==> config.mk <==
export PLATFORM = sky130hd
export DESIGN_NAME = hazard_stall_ctrl_flat
export DESIGN_NICKNAME = d
export VERILOG_FILES = /design/src/rtl/hazard_stall_ctrl_pkg.sv /design/src/rtl/hazard_stall_ctrl_if.sv /design/src/rtl/hazard_stall_ctrl_md_busy_counter.sv /design/src/rtl/hazard_stall_ctrl.sv /design/src/flat_wrapper.sv
export SDC_FILE = /design/constraint.sdc
export NUM_CORES = 1
export LEC_CHECK = 0
export CORE_AREA = 2 2 44 46
export DETAILED_ROUTE_END_ITERATION = 7
export DIE_AREA = 0 0 46 48
export PLACE_DENSITY_LB_ADDON = 0.3
export RECOVER_POWER = 25
export SETUP_SLACK_MARGIN = 0.5
export SYNTH_ARGS = -nofsm -noshare
export SYNTH_HDL_FRONTEND = slang
export SYNTH_SLANG_ARGS = --single-unit
export TNS_END_PERCENT = 5
==> constraint.sdc <==
create_clock -name clk -period 3.3 [get_ports clk]
set_input_delay 0.99 -clock clk [delete_from_list [all_inputs] [get_ports clk]]
set_output_delay 0.99 -clock clk [all_outputs]
set_load 0.01 [all_outputs]
==> src/rtl/hazard_stall_ctrl_pkg.sv <==
// -----------------------------------------------------------------------------
// hazard_stall_ctrl_pkg
//   Shared types, constants and the per-source hazard compare used by the
//   F/D/E stall controller and its mult/div busy counter.
//   Contents:
//     GPR_W         width of a general purpose register index
//     TUSE_NONE     Tuse encoding meaning "this source is not read"
//     *_LAT_DEF     default mult/div busy latencies and counter width
//     src_req_t     one D-stage source operand (index + Tuse)
//     wr_t          one in-flight writer (destination + Tnew)
//     src_hazard()  does a source have to wait for a writer
// -----------------------------------------------------------------------------
package hazard_stall_ctrl_pkg;

  localparam int          GPR_W        = 5;
  localparam int          T_W          = 2;
  localparam int          NUM_SRC      = 2;     // rs, rt
  localparam logic [1:0]  TUSE_NONE    = 2'd3;
  localparam int          MULT_LAT_DEF = 5;
  localparam int          DIV_LAT_DEF  = 10;
  localparam int          CNT_W_DEF    = 4;

  typedef logic [GPR_W-1:0] gpr_t;

  typedef struct packed {
    gpr_t           addr;
    logic [T_W-1:0] tuse;
  } src_req_t;

  typedef struct packed {
    gpr_t           wa;
    logic [T_W-1:0] tnew;
  } wr_t;

  // A source waits when the writer targets the same non-zero register and its
  // result is forwardable later than the source needs it. TUSE_NONE is the
  // largest 2-bit value, so it can never be strictly below any tnew.
  function automatic logic src_hazard(input src_req_t s, input wr_t w);
    return (s.addr != '0) && (s.addr == w.wa) && (s.tuse < w.tnew);
  endfunction

endpackage

==> src/rtl/hazard_stall_ctrl_if.sv <==
// -----------------------------------------------------------------------------
// hazard_stall_ctrl_if
//   Bundles the pipeline-side view of the stall controller.
//   master : the pipeline (drives D/E/M stage info, receives pause/flush)
//   slave  : the stall controller
//   Signals:
//     D_rs_addr/D_rt_addr, D_tuse_rs/D_tuse_rt  D-stage sources and Tuse
//     D_is_md                                   D touches HI/LO or mult/div
//     E_wa/E_tnew, M_wa/M_tnew                  in-flight writers
//     E_md_start/E_md_div                       mult/div issue from E
//     F_pause, D_pause, E_flush                 stall controls
//     md_busy                                   mult/div unit busy
// -----------------------------------------------------------------------------
interface hazard_stall_ctrl_if;
  import hazard_stall_ctrl_pkg::*;

  gpr_t       D_rs_addr;
  gpr_t       D_rt_addr;
  logic [1:0] D_tuse_rs;
  logic [1:0] D_tuse_rt;
  logic       D_is_md;
  gpr_t       E_wa;
  logic [1:0] E_tnew;
  gpr_t       M_wa;
  logic [1:0] M_tnew;
  logic       E_md_start;
  logic       E_md_div;
  logic       F_pause;
  logic       D_pause;
  logic       E_flush;
  logic       md_busy;

  modport master (
    output D_rs_addr, D_rt_addr, D_tuse_rs, D_tuse_rt, D_is_md,
    output E_wa, E_tnew, M_wa, M_tnew, E_md_start, E_md_div,
    input  F_pause, D_pause, E_flush, md_busy
  );

  modport slave (
    input  D_rs_addr, D_rt_addr, D_tuse_rs, D_tuse_rt, D_is_md,
    input  E_wa, E_tnew, M_wa, M_tnew, E_md_start, E_md_div,
    output F_pause, D_pause, E_flush, md_busy
  );
endinterface

==> src/rtl/hazard_stall_ctrl_md_busy_counter.sv <==
// -----------------------------------------------------------------------------
// md_busy_counter
//   Tracks how many cycles the multi-cycle mult/div unit remains busy.
//   Ports:
//     clk        rising-edge clock
//     reset      synchronous, active-high; clears the count
//     start_i    E holds a mult/div this cycle
//     div_i      qualifies start_i: 1 = div/divu, 0 = mult/multu
//     md_busy_o  count != 0, or a start is being presented right now
// -----------------------------------------------------------------------------
module md_busy_counter #(
  parameter int MULT_LAT = 5,
  parameter int DIV_LAT  = 10,
  parameter int CNT_W    = 4
) (
  input  logic clk,
  input  logic reset,
  input  logic start_i,
  input  logic div_i,
  output logic md_busy_o
);

  logic [CNT_W-1:0] count_q, count_d;

  // A start seen while already counting is dropped: the unit is single-issue
  // and the stall logic keeps a dependent op in D until the count drains.
  always_comb begin
    count_d = '0;
    if (count_q != '0)
      count_d = count_q - CNT_W'(1);
    else if (start_i)
      count_d = div_i ? CNT_W'(DIV_LAT) : CNT_W'(MULT_LAT);
  end

  always_ff @(posedge clk) begin
    if (reset) count_q <= '0;
    else       count_q <= count_d;
  end

  // Start is folded in combinationally so a dependent mfhi/mflo sitting in D
  // stalls in the very cycle the mult/div issues.
  assign md_busy_o = (count_q != '0) || start_i;

endmodule

==> src/rtl/hazard_stall_ctrl.sv <==
// -----------------------------------------------------------------------------
// hazard_stall_ctrl
//   Produces pause/bubble controls for the F/D/E pipeline registers. A stall
//   freezes F and D and loads a bubble into E; E->M->W always drains, so no
//   pause is generated for those registers.
//   Ports:
//     clk    rising-edge clock
//     reset  synchronous, active-high
//     bus    hazard_stall_ctrl_if.slave (stage info in, pause/flush/busy out)
//   Stall sources:
//     - rs/rt read-after-write against the E and M writers (Tuse < Tnew)
//     - D instruction using HI/LO or mult/div while the unit is busy
// -----------------------------------------------------------------------------
module hazard_stall_ctrl
  import hazard_stall_ctrl_pkg::*;
#(
  parameter int MULT_LAT = MULT_LAT_DEF,
  parameter int DIV_LAT  = DIV_LAT_DEF,
  parameter int CNT_W    = CNT_W_DEF
) (
  input  logic             clk,
  input  logic             reset,
  hazard_stall_ctrl_if.slave bus
);

  src_req_t [NUM_SRC-1:0] src;
  wr_t                    wr_e, wr_m;
  logic     [NUM_SRC-1:0] hz_src;
  logic                   md_busy;
  logic                   md_stall;
  logic                   stall;

  assign src[0] = '{addr: bus.D_rs_addr, tuse: bus.D_tuse_rs};
  assign src[1] = '{addr: bus.D_rt_addr, tuse: bus.D_tuse_rt};
  assign wr_e   = '{wa: bus.E_wa, tnew: bus.E_tnew};
  assign wr_m   = '{wa: bus.M_wa, tnew: bus.M_tnew};

  // Each source is checked independently against both in-flight writers.
  for (genvar g = 0; g < NUM_SRC; g++) begin : g_src
    assign hz_src[g] = src_hazard(src[g], wr_e) | src_hazard(src[g], wr_m);
  end

  md_busy_counter #(
    .MULT_LAT (MULT_LAT),
    .DIV_LAT  (DIV_LAT),
    .CNT_W    (CNT_W)
  ) u_md_cnt (
    .clk       (clk),
    .reset     (reset),
    .start_i   (bus.E_md_start),
    .div_i     (bus.E_md_div),
    .md_busy_o (md_busy)
  );

  assign md_stall = bus.D_is_md && md_busy;
  assign stall    = (|hz_src) || md_stall;

  // Zero-latency: the same cycle's D contents decide the freeze.
  assign bus.F_pause = stall;
  assign bus.D_pause = stall;
  assign bus.E_flush = stall;
  assign bus.md_busy = md_busy;

endmodule

==> src/flat_wrapper.sv <==
// flat-port wrapper written by rule: the top's interface ports become plain ports
module hazard_stall_ctrl_flat import hazard_stall_ctrl_pkg::*;
#(
  parameter int MULT_LAT = MULT_LAT_DEF,
  parameter int DIV_LAT  = DIV_LAT_DEF,
  parameter int CNT_W    = CNT_W_DEF
)
  (clk, reset, bus_D_rs_addr, bus_D_rt_addr, bus_D_tuse_rs, bus_D_tuse_rt, bus_D_is_md, bus_E_wa, bus_E_tnew, bus_M_wa, bus_M_tnew, bus_E_md_start, bus_E_md_div, bus_F_pause, bus_D_pause, bus_E_flush, bus_md_busy);
  hazard_stall_ctrl_if bus_i ();
  input  logic clk;
  input  logic reset;
  input wire logic [$bits(bus_i.D_rs_addr)-1:0] bus_D_rs_addr;
  input wire logic [$bits(bus_i.D_rt_addr)-1:0] bus_D_rt_addr;
  input wire logic [$bits(bus_i.D_tuse_rs)-1:0] bus_D_tuse_rs;
  input wire logic [$bits(bus_i.D_tuse_rt)-1:0] bus_D_tuse_rt;
  input wire logic [$bits(bus_i.D_is_md)-1:0] bus_D_is_md;
  input wire logic [$bits(bus_i.E_wa)-1:0] bus_E_wa;
  input wire logic [$bits(bus_i.E_tnew)-1:0] bus_E_tnew;
  input wire logic [$bits(bus_i.M_wa)-1:0] bus_M_wa;
  input wire logic [$bits(bus_i.M_tnew)-1:0] bus_M_tnew;
  input wire logic [$bits(bus_i.E_md_start)-1:0] bus_E_md_start;
  input wire logic [$bits(bus_i.E_md_div)-1:0] bus_E_md_div;
  output wire logic [$bits(bus_i.F_pause)-1:0] bus_F_pause;
  output wire logic [$bits(bus_i.D_pause)-1:0] bus_D_pause;
  output wire logic [$bits(bus_i.E_flush)-1:0] bus_E_flush;
  output wire logic [$bits(bus_i.md_busy)-1:0] bus_md_busy;
  assign bus_i.D_rs_addr = bus_D_rs_addr;
  assign bus_i.D_rt_addr = bus_D_rt_addr;
  assign bus_i.D_tuse_rs = bus_D_tuse_rs;
  assign bus_i.D_tuse_rt = bus_D_tuse_rt;
  assign bus_i.D_is_md = bus_D_is_md;
  assign bus_i.E_wa = bus_E_wa;
  assign bus_i.E_tnew = bus_E_tnew;
  assign bus_i.M_wa = bus_M_wa;
  assign bus_i.M_tnew = bus_M_tnew;
  assign bus_i.E_md_start = bus_E_md_start;
  assign bus_i.E_md_div = bus_E_md_div;
  assign bus_F_pause = bus_i.F_pause;
  assign bus_D_pause = bus_i.D_pause;
  assign bus_E_flush = bus_i.E_flush;
  assign bus_md_busy = bus_i.md_busy;
  hazard_stall_ctrl #(.MULT_LAT(MULT_LAT), .DIV_LAT(DIV_LAT), .CNT_W(CNT_W)) u_core (.clk(clk), .reset(reset), .bus(bus_i));
endmodule
Yosys cells after proc, flatten, opt, wreduce, memory -nomap -nowiden
Index checks and enable logic that the tools add are counted.
- input port bits: 33
- register bits: 4
- output and inout port bits: 4
- $lt $le $gt $ge: 4
- bitwise gates (word level): 2
- equality and inequality tests: 4
- multiplexer cells: 3
- reduce and logical (&&, ||, !) cells: 15
- add/sub/neg operators: 1
- operators by type and width (kind ; count):
    equality test 5 bit ; 4
    2-to-1 mux 4 bit ; 3
    nonzero test 5 bit ; 2
    logical AND 1 bit ; 9
    less-than comparator 2 bit ; 4
    nonzero test 4 bit ; 1
    subtractor 4 x 1 -> 4 bit, second input constant ; 1
    logical OR 1 bit ; 2
    OR 1 bit ; 2
    OR reduction 2 bit ; 1

Logic depth before layout (Yosys ltp)
Gate-level depths: netlist of the first run.
- depth after elaboration: 6
- depth in mapped cells: 7
- depth with buffers taken out: 6

Hierarchy
From an unflattened synthesis of the first run, not the netlist that was laid out.
- cell total of the unflattened synthesis: 72
- area, all modules: 570.5 µm²
- modules (own cells, without submodules) (module ; times used ; cells an instance ; seq. area each (µm²) ; area an instance (µm²)):
    hazard_stall_ctrl ; 1 ; 50 ; 0.0 ; 367.9
    md_busy_counter ; 1 ; 22 ; 80.1 ; 202.7

Least setup slack after synthesis of the first run
OpenSTA, ideal clock, no wires.
- kind: input-to-output
- from: input bus_E_tnew[1]
- to: output bus_E_flush
- stages on the path: 7
- data arrival time: 2.200 ns
- data required time: 2.310 ns
- path buffers: 1
- path slack: 0.110 ns
- path through: inv_1 ha_1 a2111oi_0 nand4_1 a21oi_1 a211o_1 buf_4
- longest elaborated chain between the ends: 5
- elaborated cells between the ends (all ways): 8
- ends and longest elaborated chain (element ; RTL line ; text):
    start: declaration ; flat_wrapper.sv:18 ; input wire logic [$bits(bus_i.E_tnew)-1:0] bus_E_tnew;
    less-than comparator 2 bit ; hazard_stall_ctrl_pkg.sv:39 ; return (s.addr != '0) && (s.addr == w.wa) && (s.tuse < w.tnew);
    logical AND 1 bit ; hazard_stall_ctrl_pkg.sv:39 ;
    OR 1 bit ; hazard_stall_ctrl.sv:40 ; assign hz_src[g] = src_hazard(src[g], wr_e) | src_hazard(src[g], wr_m);
    OR reduction 2 bit * ; hazard_stall_ctrl.sv:56 ; assign stall = (|hz_src) || md_stall;
    logical OR 1 bit * ; hazard_stall_ctrl.sv:56 ;
    end: declaration ; flat_wrapper.sv:25 ; output wire logic [$bits(bus_i.E_flush)-1:0] bus_E_flush;
Mark *: on every way between the ends. The rest lies on a longest branch, timed or not.

Worst setup path after layout of the first run
- from: input bus_D_rt_addr[3]
- to: output bus_F_pause
- longest elaborated chain between the ends: 6
- elaborated cells between the ends (all ways): 10
- ends and longest elaborated chain (element ; RTL line ; text):
    start: declaration ; flat_wrapper.sv:13 ; input wire logic [$bits(bus_i.D_rt_addr)-1:0] bus_D_rt_addr;
    equality test 5 bit / nonzero test 5 bit (equally long branches) ; hazard_stall_ctrl_pkg.sv:39 ;
    logical AND 1 bit (2 in a row) ; hazard_stall_ctrl_pkg.sv:39 ;
    OR 1 bit * ; hazard_stall_ctrl.sv:40 ;
    OR reduction 2 bit * ; hazard_stall_ctrl.sv:56 ;
    logical OR 1 bit * ; hazard_stall_ctrl.sv:56 ;
    end: declaration ; flat_wrapper.sv:23 ; output wire logic [$bits(bus_i.F_pause)-1:0] bus_F_pause;
Marked as above.

==> results of run 1 <==
-- layer usage --
metal / global-route usage (%) / share of wire (%)
met2: 37.8 / 53
met4: 10.9 / 1.2
met1: 21.5 / 39
met5: 0 / 0
met3: 3.77 / 6.9
-- placed cells by master (no fill, tap or decap), types with 3 or more instances in the layout --
cell and instances:
sky130_fd_sc_hd__clkdlybuf4s50_1 6, sky130_fd_sc_hd__nand4_1 4, sky130_fd_sc_hd__clkbuf_2 4, sky130_fd_sc_hd__a211oi_1 4, sky130_fd_sc_hd__xor2_2 3, sky130_fd_sc_hd__dfxtp_1 4, sky130_fd_sc_hd__nor2_1 3, sky130_fd_sc_hd__clkbuf_4 3
sky130_fd_sc_hd__dlygate4sd2_1 11, sky130_fd_sc_hd__ha_4 3, sky130_fd_sc_hd__buf_6 3, sky130_fd_sc_hd__buf_4 14, sky130_fd_sc_hd__xnor2_1 11, sky130_fd_sc_hd__xor2_1 8, sky130_fd_sc_hd__inv_1 4, sky130_fd_sc_hd__a21oi_1 3
sky130_fd_sc_hd__buf_2 8
-- critical path, cell delays in order --
cell and delay, ns:
sky130_fd_sc_hd__dlygate4sd2_1 0.27, sky130_fd_sc_hd__or4_1 0.50, sky130_fd_sc_hd__nor2_1 0.11, sky130_fd_sc_hd__a21oi_1 0.05, sky130_fd_sc_hd__a211o_1 0.29, sky130_fd_sc_hd__buf_2 0.15
-- cells in the mapped netlist (3+ instances only) --
cell and number:
sky130_fd_sc_hd__a211oi_1 4, sky130_fd_sc_hd__xor2_1 11, sky130_fd_sc_hd__nand4_1 4, sky130_fd_sc_hd__ha_1 6, sky130_fd_sc_hd__inv_1 6, sky130_fd_sc_hd__nor2_1 3, sky130_fd_sc_hd__dfxtp_1 4, sky130_fd_sc_hd__xnor2_1 11
sky130_fd_sc_hd__a21oi_1 4
-- cells by family after synthesis --
| logic type | share of synthesized area, % |
|---|---|
| simple gates | 17.0 |
| xor+xnor | 33.6 |
| flops | 13.9 |
| compound gates | 15.0 |
| fa+ha+maj | 13.1 |
| buf+inv | 7.41 |
-- layout make-up --
cell class	instances	area, µm²	area share (%)
multi-input combinational	57	581	49.8
timing repair buffer	52	425	36.5
sequential	4	80.1	6.87
inverter	6	35.0	3.01
clock buffer	3	22.5	1.93
tap	17	21.3	1.83
-- through the flow --
step                      setup WS (ns)  utilization (%)  setup TNS (ns)  cells  total power [W]
after floorplan                   0.197                -               0     70         0.000237
after global placement           -0.860             66.1           -2.58    134         0.000325
after detailed placement         -0.982             66.1           -2.93    134         0.000335
after CTS                       -0.0220             69.8         -0.0600    139         0.000392
after global routing             -0.112             69.0          -0.331    139         0.000422
final                           -0.0528             69.0          -0.152    139         0.000383
-- path summary, 6_finish.rpt --
path,depth (start not counted),end,start
worst max register to register,5,u_core.u_md_cnt.count_q[3]$_SDFF_PP0_,u_core.u_md_cnt.count_q[0]$_SDFF_PP0_
worst min register to register,1,u_core.u_md_cnt.count_q[0]$_SDFF_PP0_,u_core.u_md_cnt.count_q[0]$_SDFF_PP0_
worst min-delay path,1,u_core.u_md_cnt.count_q[0]$_SDFF_PP0_,u_core.u_md_cnt.count_q[0]$_SDFF_PP0_
worst max-delay path,6,bus_F_pause,bus_D_rt_addr[3]
-- power groups by stage --
stage	logic, W	clock network, W	registers, W
after floorplan	0.000156	0	0.0000808
after global placement	0.000242	0	0.0000829
after detailed placement	0.000249	0	0.0000851
after CTS	0.000244	0.0000637	0.0000843
after global routing	0.000268	0.0000676	0.0000868
final	0.000240	0.0000595	0.0000834
-- timing repair --
| action | CTS | global route |
|---|---|---|
| setup buffers | 2 | 0 |
| pin swaps | 14 | 3 |
| resized for setup | 83 | 9 |
| endpoints found under the setup margin | 4 | 4 |
==> metrics.txt, run 1 <==
# TYPE chip_impl_metric gauge
chip_impl_info{name="status",value="complete, but fails checks"} 1
chip_impl_info{name="failed_checks",value="negative setup slack"} 1
chip_impl_metric{name="synthesized_nets",unit=""} 109
chip_impl_metric{name="final_hold_viol_count",unit=""} 0
chip_impl_info{name="synth.area.top_cells",value="sky130_fd_sc_hd__xnor2_1 (17%), sky130_fd_sc_hd__xor2_1 (17%), sky130_fd_sc_hd__dfxtp_1 (14%)"} 1
chip_impl_metric{name="worst_slew_pin_slew",unit="ns"} 0.280
chip_impl_metric{name="largest_register_ff_count",unit=""} 4
chip_impl_metric{name="worstPathMaxFanout",unit=""} 3
chip_impl_metric{name="starting_density_of_the_core",unit="%"} 34.0
chip_impl_metric{name="ys_ff_latch",unit=""} 4
chip_impl_metric{name="avgSynthCellArea",unit="µm²"} 8.20
chip_impl_metric{name="ctsHoldBuffers",unit=""} 0
chip_impl_metric{name="total_die_area",unit="µm²"} 2210
chip_impl_info{name="synth_largest_area_cell",value="sky130_fd_sc_hd__xnor2_1"} 1
chip_impl_metric{name="p_int",unit="W"} 0.000237
chip_impl_metric{name="dp_wirelength",unit="mm"} 1.65
chip_impl_metric{name="slew_headroom",unit="%"} 81.3
chip_impl_info{name="largest-register",value="u_core.u_md_cnt.count_q"} 1
chip_impl_metric{name="std_cell_rows",unit=""} 15
chip_impl_metric{name="yosysTopAreaCellShare",unit="%"} 16.8
chip_impl_metric{name="net-switching-power",unit="W"} 0.000146
chip_impl_metric{name="ys_seq_area_share",unit="%"} 13.9
chip_impl_metric{name="drt_iter0_markers",unit=""} 5
chip_impl_metric{name="power_density",unit="nW/µm²"} 329
chip_impl_info{name="rsz0062_at_grt",value="yes"} 1
chip_impl_metric{name="max_freq",unit="MHz"} 298
chip_impl_metric{name="routedWlPerCell",unit="µm"} 14.3
chip_impl_metric{name="grt_max_degree",unit=""} 8
chip_impl_metric{name="worstPathRequired",unit="ns"} 2.31
chip_impl_metric{name="ir_drop",unit="mV"} 0.275
chip_impl_metric{name="setup_violations",unit=""} 3
chip_impl_metric{name="worst_setup_hold_path_clk_slew",unit="ns"} 0.04
chip_impl_metric{name="finalWeightedCongestion",unit=""} 0.889
chip_impl_metric{name="fillers",unit=""} 138
chip_impl_metric{name="final_net_count",unit=""} 163
chip_impl_metric{name="post_synth_instance_area",unit="µm²"} 574
chip_impl_metric{name="core-area",unit="µm²"} 1690
chip_impl_metric{name="final_layout_size_suffix_gt1_share",unit="%"} 42.6
chip_impl_info{name="worstSetupStartpointType",value="primary input"} 1
chip_impl_metric{name="power.combinational.fraction",unit="%"} 62.7
chip_impl_info{name="timing.hold.worst.class",value="flip-flop to flip-flop"} 1
chip_impl_metric{name="final_period_minus_worst_setup_slack",unit="ns"} 3.35
chip_impl_metric{name="wire_length_of_the_first_global_routing_pass",unit="mm"} 3.06
chip_impl_metric{name="antenna_found_initial",unit=""} 0
chip_impl_metric{name="ant_diodes",unit=""} 0
chip_impl_metric{name="grt_overflow_total",unit=""} 0
chip_impl_metric{name="worst_ep_arrival_time",unit="ns"} 2.36
chip_impl_metric{name="fin_worst_skew",unit="ns"} 0.000460
chip_impl_info{name="clock-root-buffer",value="sky130_fd_sc_hd__clkbuf_4"} 1
chip_impl_metric{name="via_count_of_the_first_global_routing_pass",unit=""} 715
chip_impl_info{name="worst-setup-path-type",value="primary input to output port"} 1
chip_impl_metric{name="ys_warn_count",unit=""} 0
chip_impl_metric{name="reg2reg_setup_slack",unit="ns"} 1.87
chip_impl_metric{name="post_synth_inst_count",unit=""} 70
chip_impl_metric{name="postLayoutSetupSlackWorst",unit="ns"} -0.0528
chip_impl_metric{name="synth_cell_types",unit=""} 20
chip_impl_metric{name="synthArstFlopShare",unit="%"} 0
chip_impl_metric{name="clkPwrFrac",unit="%"} 15.6
chip_impl_metric{name="global_route.usage.total",unit="%"} 20.3
chip_impl_metric{name="worst_skew_pair.late_latency",unit="ns"} 0.23
chip_impl_info{name="worstSetupEndpointType",value="output port"} 1
chip_impl_metric{name="clock_path_buffers",unit=""} 2
chip_impl_metric{name="layout_worst_path_cycle_share",unit="%"} 102
chip_impl_metric{name="routed_via_density",unit=""} 4.96
chip_impl_metric{name="finalInstanceArea",unit="µm²"} 1160
chip_impl_metric{name="tritoncts_num_sinks",unit=""} 4
chip_impl_metric{name="placed_cell_area",unit="µm²"} 1120
chip_impl_metric{name="timing_max_transition_violations_final",unit=""} 0
chip_impl_metric{name="holdWs",unit="ns"} 0.488
chip_impl_metric{name="drt_pass1_iterations",unit=""} 3
chip_impl_metric{name="p_leak",unit="nW"} 0.509
chip_impl_metric{name="number_of_buffers_inserted_during_clock_tree_synthesis",unit=""} 3
chip_impl_metric{name="detailroute.via_count",unit=""} 689
chip_impl_metric{name="switching_fraction",unit="%"} 38.0
chip_impl_metric{name="seq_power_share",unit="%"} 21.8
chip_impl_metric{name="clock_tree.htree_level_count",unit=""} 1
chip_impl_metric{name="route.antenna.remaining_nets",unit=""} 0
chip_impl_info{name="cts_tree",value="yes"} 1
chip_impl_metric{name="pin_count",unit=""} 37
chip_impl_info{name="dominantRegCellSynth",value="sky130_fd_sc_hd__dfxtp_1"} 1
chip_impl_metric{name="route.final.wire_length",unit="mm"} 1.98
chip_impl_metric{name="placement.io_buffers",unit=""} 36
chip_impl_metric{name="number_of_maximum_capacitance_constraint_violations",unit=""} 0
chip_impl_info{name="registers_with_the_highest_flip_flop_counts",value="u_core.u_md_cnt.count_q (4)"} 1
chip_impl_metric{name="die_y",unit="µm"} 48
chip_impl_metric{name="area_growth",unit="%"} 103
chip_impl_metric{name="number_of_flops_mapped_to_enable_cells_by_yosys",unit=""} 0
chip_impl_metric{name="die_width",unit="µm"} 46
chip_impl_metric{name="post-route-drc-count",unit=""} 0
Note: power is estimated with default switching activity, not from simulation.
==> run 2: changes to the inputs <==
PLACE_DENSITY = 0.77   (was default)
PLACE_DENSITY_LB_ADDON = default   (was 0.3)
==> run 2 against run 1 <==
Compared with the run above: the flow now finishes without violations; worst setup slack better by 0.14 ns; via count is 0.15% lower; first-iteration DRC count stayed put; wire length is 0.91% higher; fmax is 4.5% higher; sequential share of layout area is 0.073 points lower; die area stayed put; critical path depth stayed put; worst hold slack worse by 0.0079 ns; sequential power hardly changed; critical path type unchanged.
==> metrics.txt, run 2 (synthesized netlist as in run 1, its figures left out) <==
# TYPE chip_impl_metric gauge
chip_impl_info{name="cts_tree",value="yes"} 1
chip_impl_metric{name="placement.io_buffers",unit=""} 36
chip_impl_metric{name="area_growth",unit="%"} 105
chip_impl_metric{name="clock_tree.htree_level_count",unit=""} 1
chip_impl_metric{name="wire_length_of_the_first_global_routing_pass",unit="mm"} 3.06
chip_impl_metric{name="die_width",unit="µm"} 46
chip_impl_metric{name="worstPathMaxFanout",unit=""} 3
chip_impl_metric{name="worst_skew_pair.late_latency",unit="ns"} 0.23
chip_impl_metric{name="max_freq",unit="MHz"} 312
chip_impl_metric{name="worst_setup_hold_path_clk_slew",unit="ns"} 0.04
chip_impl_metric{name="total_die_area",unit="µm²"} 2210
chip_impl_metric{name="finalCoreUtilization",unit="%"} 69.7
chip_impl_info{name="timing.hold.worst.class",value="flip-flop to flip-flop"} 1
chip_impl_metric{name="detailroute.via_count",unit=""} 688
chip_impl_metric{name="timing_max_transition_violations_final",unit=""} 0
chip_impl_metric{name="route.antenna.remaining_nets",unit=""} 0
chip_impl_info{name="timing.hold.worst.start",value="u_core.u_md_cnt.count_q[0]$_SDFF_PP0_"} 1
chip_impl_metric{name="drt_iter0_markers",unit=""} 5
chip_impl_metric{name="pin_count",unit=""} 37
chip_impl_metric{name="drt_pass1_iterations",unit=""} 3
chip_impl_metric{name="starting_density_of_the_core",unit="%"} 34.0
chip_impl_metric{name="tritoncts_num_sinks",unit=""} 4
chip_impl_info{name="crit_start",value="bus_D_rt_addr[4]"} 1
chip_impl_info{name="worst-setup-path-type",value="primary input to output port"} 1
chip_impl_info{name="timing.rr.start",value="u_core.u_md_cnt.count_q[0]$_SDFF_PP0_"} 1
chip_impl_metric{name="grt_overflow_total",unit=""} 0
chip_impl_metric{name="worst_ep_arrival_time",unit="ns"} 2.22
chip_impl_metric{name="final_period_minus_worst_setup_slack",unit="ns"} 3.21
chip_impl_info{name="worstSetupStartpointType",value="primary input"} 1
chip_impl_info{name="largest-register",value="u_core.u_md_cnt.count_q"} 1
chip_impl_metric{name="setup_violations",unit=""} 0
chip_impl_metric{name="setup_tns",unit="ns"} 0
chip_impl_metric{name="std_cell_rows",unit=""} 15
chip_impl_metric{name="global_route.usage.total",unit="%"} 20.1
chip_impl_metric{name="core-area",unit="µm²"} 1690
chip_impl_metric{name="power_density",unit="nW/µm²"} 340
chip_impl_metric{name="number_of_buffers_inserted_during_clock_tree_synthesis",unit=""} 3
chip_impl_metric{name="finalWeightedCongestion",unit=""} 0.788
chip_impl_info{name="final_common_cell",value="sky130_fd_sc_hd__buf_4"} 1
chip_impl_metric{name="dp_wirelength",unit="mm"} 1.68
chip_impl_info{name="status",value="complete, no violations"} 1
chip_impl_metric{name="routedWlPerCell",unit="µm"} 14.6
chip_impl_metric{name="fillers",unit=""} 137
chip_impl_metric{name="placed_cell_area",unit="µm²"} 1100
chip_impl_metric{name="p_leak",unit="nW"} 0.514
chip_impl_metric{name="ctsHoldBuffers",unit=""} 0
chip_impl_metric{name="route.final.wire_length",unit="mm"} 2.00
chip_impl_metric{name="worst_slew_pin_slew",unit="ns"} 0.256
chip_impl_info{name="registers_with_the_highest_flip_flop_counts",value="u_core.u_md_cnt.count_q (4)"} 1
chip_impl_metric{name="worstPathRequired",unit="ns"} 2.31
chip_impl_metric{name="largest_register_ff_count",unit=""} 4
chip_impl_metric{name="finalInstanceArea",unit="µm²"} 1180
chip_impl_metric{name="die_y",unit="µm"} 48
chip_impl_metric{name="routed_via_density",unit=""} 5.02
chip_impl_metric{name="clock_path_buffers",unit=""} 2
chip_impl_metric{name="ant_diodes",unit=""} 0
chip_impl_metric{name="final_net_count",unit=""} 161
chip_impl_metric{name="via_count_of_the_first_global_routing_pass",unit=""} 747
chip_impl_metric{name="layout_worst_path_cycle_share",unit="%"} 97.2
chip_impl_metric{name="post-route-drc-count",unit=""} 0
chip_impl_metric{name="final_hold_viol_count",unit=""} 0
chip_impl_metric{name="final_layout_size_suffix_gt1_share",unit="%"} 47.5
chip_impl_metric{name="fin_worst_skew",unit="ns"} 0.00473
chip_impl_info{name="clock-root-buffer",value="sky130_fd_sc_hd__clkbuf_4"} 1
chip_impl_info{name="rsz0062_at_grt",value="yes"} 1
chip_impl_metric{name="number_of_maximum_capacitance_constraint_violations",unit=""} 0
chip_impl_info{name="leading_cell_types_in_the_layout_fill_and_taps_excluded",value="sky130_fd_sc_hd__buf_4 (13), sky130_fd_sc_hd__buf_2 (11), sky130_fd_sc_hd__xnor2_1 (10)"} 1
chip_impl_metric{name="grt_max_degree",unit=""} 7
chip_impl_metric{name="seqCellArea",unit="µm²"} 80.1
chip_impl_metric{name="slew_headroom",unit="%"} 82.9
chip_impl_metric{name="antenna_found_initial",unit=""} 0
chip_impl_metric{name="multiInputGateArea",unit="µm²"} 613
chip_impl_metric{name="ir_drop",unit="mV"} 0.332
chip_impl_info{name="worstSetupEndpointType",value="output port"} 1
run 2: power by group:
part	total [W]	leakage, nW	internal [W]	switching, W
clock network	0.0000598	0.0138	0.0000406	0.0000192
registers	0.0000834	0.0334	0.0000698	0.0000136
logic	0.000257	0.466	0.000140	0.000117
run 2: worst paths after layout:
path | depth (start not counted) | slack (ns) | endpoint
max reg2reg | 6 | 1.85 | u_core.u_md_cnt.count_q[2]$_SDFF_PP0_
min | 1 | 0.48 | u_core.u_md_cnt.count_q[0]$_SDFF_PP0_
max | 6 | 0.09 | bus_F_pause
min reg2reg | 1 | 0.48 | u_core.u_md_cnt.count_q[0]$_SDFF_PP0_
run 2: per-stage QoR:
stage / hold slack (ns) / total power, W / instances / setup slack [ns]
4_1_cts: 0.478 / 0.000399 / 137 / 0.0924
5_1_grt: 0.488 / 0.000430 / 137 / 0.0105
3_3_place_gp: 0.470 / 0.000335 / 132 / -0.837
3_5_place_dp: 0.471 / 0.000344 / 132 / -0.886
6_report: 0.480 / 0.000401 / 137 / 0.0909
2_1_floorplan: 0.432 / 0.000237 / 70 / 0.197
run 2: critical path, cell delays in order:
cell and delay [ns]:
sky130_fd_sc_hd__clkdlybuf4s15_2 0.22, sky130_fd_sc_hd__or4_1 0.40, sky130_fd_sc_hd__nor2_1 0.14, sky130_fd_sc_hd__a21oi_2 0.04, sky130_fd_sc_hd__a211o_1 0.28, sky130_fd_sc_hd__buf_2 0.15
run 2: area by class of cell:
| cell class | instances | share of cell area (%) |
|---|---|---|
| clock buffers | 3 | 1.91 |
| inverters | 6 | 2.98 |
| well taps | 17 | 1.81 |
| flip-flops and latches | 4 | 6.80 |
| multi-input cells | 57 | 52.1 |
| repair buffers | 50 | 34.4 |
run 2: repair_timing:
action | CTS | global route
resized for setup | 97 | 18
setup endpoints to repair | 4 | 4
pin swaps | 17 | 11
setup buffers | 2 | 0
run 2: metal layers:
layer	GRT usage, %	part of all wire [%]	up-vias
li1	-	-	344
met1	18.2	34	314
met2	42.2	59	26
met3	3.40	5.3	4
met4	9.14	2.2	0
met5	0	0	-
==> run 3: changes to the inputs <==
CORE_AREA = 2 2 42 44   (was 2 2 44 46)
DIE_AREA = 0 0 44 46   (was 0 0 46 48)
PLACE_DENSITY = 0.83   (was 0.77)
SYNTH_HIERARCHICAL = 1   (was default)
clock period = 4.05 ns   (was 3.3 ns; I/O delays follow)
==> run 3 against run 2 <==
Compared with the run above: flip-flop and latch count unchanged; count of clock-buffer cells in the layout unchanged; non-clock buffer count down 5; sequential power shrank 10%; area after synthesis down 0.65%; total power is 20% lower; clock skew fell by 0.0042 ns; critical path type unchanged; critical endpoint is now bus_D_pause.
==> metrics.txt, run 3 <==
# TYPE chip_impl_metric gauge
chip_impl_metric{name="drt_iter0_markers",unit=""} 6
chip_impl_metric{name="area_growth",unit="%"} 88.8
chip_impl_info{name="synthMostInstantiatedCell",value="sky130_fd_sc_hd__xor2_1"} 1
chip_impl_info{name="registers_with_the_highest_flip_flop_counts",value="u_core/u_md_cnt/count_q (4)"} 1
chip_impl_metric{name="core-area",unit="µm²"} 1610
chip_impl_metric{name="clock_path_buffers",unit=""} 2
chip_impl_metric{name="holdWs",unit="ns"} 0.496
chip_impl_metric{name="finalInstanceArea",unit="µm²"} 1080
chip_impl_metric{name="number_of_flops_mapped_to_enable_cells_by_yosys",unit=""} 0
chip_impl_info{name="crit-reg2reg-capture",value="u_core/u_md_cnt/count_q[0]$_SDFF_PP0_"} 1
chip_impl_metric{name="starting_density_of_the_core",unit="%"} 35.3
chip_impl_metric{name="tritoncts_num_sinks",unit=""} 4
chip_impl_metric{name="timing_max_transition_violations_final",unit=""} 0
chip_impl_metric{name="drt_pass1_iterations",unit=""} 6
chip_impl_metric{name="p_int",unit="W"} 0.000199
chip_impl_metric{name="placed_cell_area",unit="µm²"} 997
chip_impl_info{name="rsz0062_at_grt",value="yes"} 1
chip_impl_metric{name="die_width",unit="µm"} 44
chip_impl_metric{name="worst_ep_arrival_time",unit="ns"} 2.50
chip_impl_info{name="worstSetupStartpointType",value="primary input"} 1
chip_impl_info{name="worstSetupEndpointType",value="output port"} 1
chip_impl_metric{name="clkPwrFrac",unit="%"} 15.2
chip_impl_metric{name="pin_count",unit=""} 37
chip_impl_metric{name="dp_wirelength",unit="mm"} 1.50
chip_impl_metric{name="ir_drop",unit="mV"} 0.142
chip_impl_metric{name="synth_cell_types",unit=""} 23
chip_impl_metric{name="worst_slew_pin_slew",unit="ns"} 0.287
chip_impl_metric{name="grt_max_degree",unit=""} 6
chip_impl_metric{name="wire_length_of_the_first_global_routing_pass",unit="mm"} 2.99
chip_impl_info{name="timing.hold.worst.start",value="u_core/u_md_cnt/count_q[0]$_SDFF_PP0_"} 1
chip_impl_metric{name="ant_diodes",unit=""} 0
chip_impl_info{name="cts_tree",value="yes"} 1
chip_impl_metric{name="detailroute.via_count",unit=""} 728
chip_impl_metric{name="post-route-drc-count",unit=""} 0
chip_impl_metric{name="layout_worst_path_cycle_share",unit="%"} 91.7
chip_impl_info{name="status",value="complete, no violations"} 1
chip_impl_metric{name="synthesized_nets",unit=""} 110
chip_impl_metric{name="seq_power_share",unit="%"} 23.3
chip_impl_metric{name="clock_tree.htree_level_count",unit=""} 1
chip_impl_metric{name="routed_via_density",unit=""} 5.39
chip_impl_metric{name="route.final.wire_length",unit="mm"} 1.86
chip_impl_info{name="timing.hold.worst.class",value="flip-flop to flip-flop"} 1
chip_impl_metric{name="die_y",unit="µm"} 46
chip_impl_info{name="final_common_cell",value="sky130_fd_sc_hd__xor2_1"} 1
chip_impl_metric{name="fin_worst_skew",unit="ns"} 0.000523
chip_impl_metric{name="route.antenna.remaining_nets",unit=""} 0
chip_impl_info{name="netlist_top_cells_count",value="sky130_fd_sc_hd__xor2_1 (12), sky130_fd_sc_hd__xnor2_1 (8), sky130_fd_sc_hd__inv_1 (6)"} 1
chip_impl_info{name="whs_endpoint",value="u_core/u_md_cnt/count_q[0]$_SDFF_PP0_"} 1
chip_impl_info{name="synth_largest_area_cell",value="sky130_fd_sc_hd__xor2_1"} 1
chip_impl_metric{name="ys_seq_area_share",unit="%"} 14.0
chip_impl_metric{name="routedWlPerCell",unit="µm"} 13.7
chip_impl_metric{name="postLayoutSetupSlackWorst",unit="ns"} 0.334
chip_impl_metric{name="hold-path-cell-count",unit=""} 1
chip_impl_info{name="leading_cell_types_in_the_layout_fill_and_taps_excluded",value="sky130_fd_sc_hd__xor2_1 (11), sky130_fd_sc_hd__clkdlybuf4s15_1 (9), sky130_fd_sc_hd__dlygate4sd2_1 (8), sky130_fd_sc_hd__xnor2_1 (8)"} 1
chip_impl_info{name="dominantRegCellSynth",value="sky130_fd_sc_hd__dfxtp_1"} 1
chip_impl_metric{name="post_synth_instance_area",unit="µm²"} 571
chip_impl_metric{name="worstPathMaxFanout",unit=""} 3
chip_impl_metric{name="final_layout_size_suffix_gt1_share",unit="%"} 31.4
chip_impl_metric{name="setup_violations",unit=""} 0
chip_impl_info{name="crit_start",value="bus_E_md_start"} 1
chip_impl_metric{name="slew_headroom",unit="%"} 80.8
chip_impl_info{name="clock-root-buffer",value="sky130_fd_sc_hd__clkbuf_4"} 1
chip_impl_metric{name="number_of_buffers_inserted_during_clock_tree_synthesis",unit=""} 3
chip_impl_metric{name="synthArstFlopShare",unit="%"} 0
chip_impl_metric{name="avgSynthCellArea",unit="µm²"} 7.92
chip_impl_metric{name="count_of_placed_standard_cells_including_taps",unit=""} 131
chip_impl_metric{name="std_cell_rows",unit=""} 15
chip_impl_metric{name="dpl_worst_slack",unit="ns"} -0.347
chip_impl_metric{name="net-switching-power",unit="W"} 0.000122
chip_impl_metric{name="p_leak",unit="nW"} 0.443
chip_impl_metric{name="worst_skew_pair.late_latency",unit="ns"} 0.23
chip_impl_metric{name="placement.io_buffers",unit=""} 36
chip_impl_metric{name="r2r_depth",unit=""} 4
chip_impl_metric{name="final_net_count",unit=""} 158
chip_impl_metric{name="power_density",unit="nW/µm²"} 298
chip_impl_metric{name="reg2reg_setup_slack",unit="ns"} 2.72
chip_impl_info{name="largest-register",value="u_core/u_md_cnt/count_q"} 1
chip_impl_metric{name="max_freq",unit="MHz"} 269
chip_impl_metric{name="yosysTopAreaCellShare",unit="%"} 18.4
chip_impl_metric{name="fin_cells",unit=""} 135
chip_impl_metric{name="worstPathRequired",unit="ns"} 2.83
chip_impl_metric{name="total_die_area",unit="µm²"} 2020
chip_impl_metric{name="ys_ff_latch",unit=""} 4
chip_impl_metric{name="global_route.usage.total",unit="%"} 20.1
chip_impl_metric{name="post_synth_inst_count",unit=""} 72
chip_impl_metric{name="final_period_minus_worst_setup_slack",unit="ns"} 3.72
chip_impl_metric{name="via_count_of_the_first_global_routing_pass",unit=""} 776
chip_impl_metric{name="ctsHoldBuffers",unit=""} 0
chip_impl_metric{name="largest_register_ff_count",unit=""} 4
chip_impl_metric{name="switching_fraction",unit="%"} 38.1
chip_impl_info{name="synth.area.top_cells",value="sky130_fd_sc_hd__xor2_1 (18%), sky130_fd_sc_hd__dfxtp_1 (14%), sky130_fd_sc_hd__xnor2_1 (12%)"} 1
chip_impl_info{name="worst-setup-path-type",value="primary input to output port"} 1
chip_impl_info{name="timing.rr.start",value="u_core/u_md_cnt/count_q[0]$_SDFF_PP0_"} 1
chip_impl_metric{name="number_of_maximum_capacitance_constraint_violations",unit=""} 0
chip_impl_metric{name="power.combinational.fraction",unit="%"} 61.5
chip_impl_metric{name="final_hold_viol_count",unit=""} 0
chip_impl_metric{name="antenna_found_initial",unit=""} 0
chip_impl_metric{name="ys_warn_count",unit=""} 6
chip_impl_metric{name="worst_setup_hold_path_clk_slew",unit="ns"} 0.04
chip_impl_metric{name="grt_overflow_total",unit=""} 0
chip_impl_metric{name="finalWeightedCongestion",unit=""} 0.837
## run 3: changes by cell type in the layout (fill, tap and decap cells not counted), moves of 3 or more
cell / previous run / this run
sky130_fd_sc_hd__xor2_1: 7 / 11
sky130_fd_sc_hd__clkdlybuf4s15_1: 3 / 9
sky130_fd_sc_hd__dlygate4sd2_1: 5 / 8
sky130_fd_sc_hd__buf_4: 13 / 7
sky130_fd_sc_hd__xor2_2: 4 / 0
sky130_fd_sc_hd__buf_2: 11 / 5
## run 3: how the worst max path moves through the flow
stage | endpoint | depth (start not counted)
after floorplan | bus_E_flush | 5
after global routing | bus_E_flush | 4
after global placement | bus_E_flush | 8
after detailed placement | bus_D_pause | 7
after CTS | bus_D_pause | 6
final | bus_D_pause | 4
## run 3: metal layers
metal | wire, µm | GRT usage [%] | up-vias
met2 | 1000 | 41.5 | 45
met1 | 631 | 19.4 | 325
met4 | 58 | 4.85 | 0
met3 | 165 | 5.16 | 8
met5 | 0 | 0 | -
li1 | - | - | 350
## run 3: stage by stage
step           util, %  setup TNS [ns]  power, W
6_report          66.7               0  0.000321
5_1_grt           66.7               0  0.000349
4_1_cts           63.1               0  0.000312
3_5_place_dp      61.8           -1.04  0.000273
3_3_place_gp      61.8          -0.958  0.000264
2_1_floorplan        -               0  0.000188
## run 3: kinds of logic (layout without fill, tap and decap cells)
| logic type | Yosys count | after routing | synth area share, % |
|---|---|---|---|
| AOI/OAI and AO/OA | 14 | 14 | 15.4 |
| xor gates and xnor gates | 20 | 20 | 30.7 |
| DFF | 4 | 4 | 14.0 |
| and+or+nand+nor | 21 | 21 | 22.4 |
| buffers and inverters | 8 | 54 | 6.58 |
| adders and majority gates | 5 | 5 | 11.0 |
## run 3: power by group through the flow
stage / clock network [W] / logic, W / registers (W)
after floorplan: 0 / 0.000118 / 0.0000704
after global placement: 0 / 0.000192 / 0.0000725
after detailed placement: 0 / 0.000198 / 0.0000747
after CTS: 0.0000495 / 0.000188 / 0.0000745
after global routing: 0.0000527 / 0.000219 / 0.0000768
final: 0.0000487 / 0.000198 / 0.0000747
## run 3: area by class of cell
cell class | count | area, µm²
Sequential cell | 4 | 80.1
Inverter | 6 | 22.5
Tap cell | 17 | 21.3
Clock buffer | 3 | 22.5
Fill cell | 135 | 537
Timing Repair Buffer | 45 | 392
Multi-Input combinational cell | 60 | 539
## run 3: timing repair
action | 4_1_cts | 5_1_grt
setup endpoints to repair | 4 | 4
setup buffers | 1 | 0
gates cloned | 0 | 0
pin swaps | 19 | 6
resized for setup | 76 | 15
## run 3: worst max-delay path, stage by stage
cell and delay [ns]:
sky130_fd_sc_hd__dlygate4sd3_1 0.54, sky130_fd_sc_hd__or2_1 0.25, sky130_fd_sc_hd__a221o_1 0.34, sky130_fd_sc_hd__buf_2 0.15
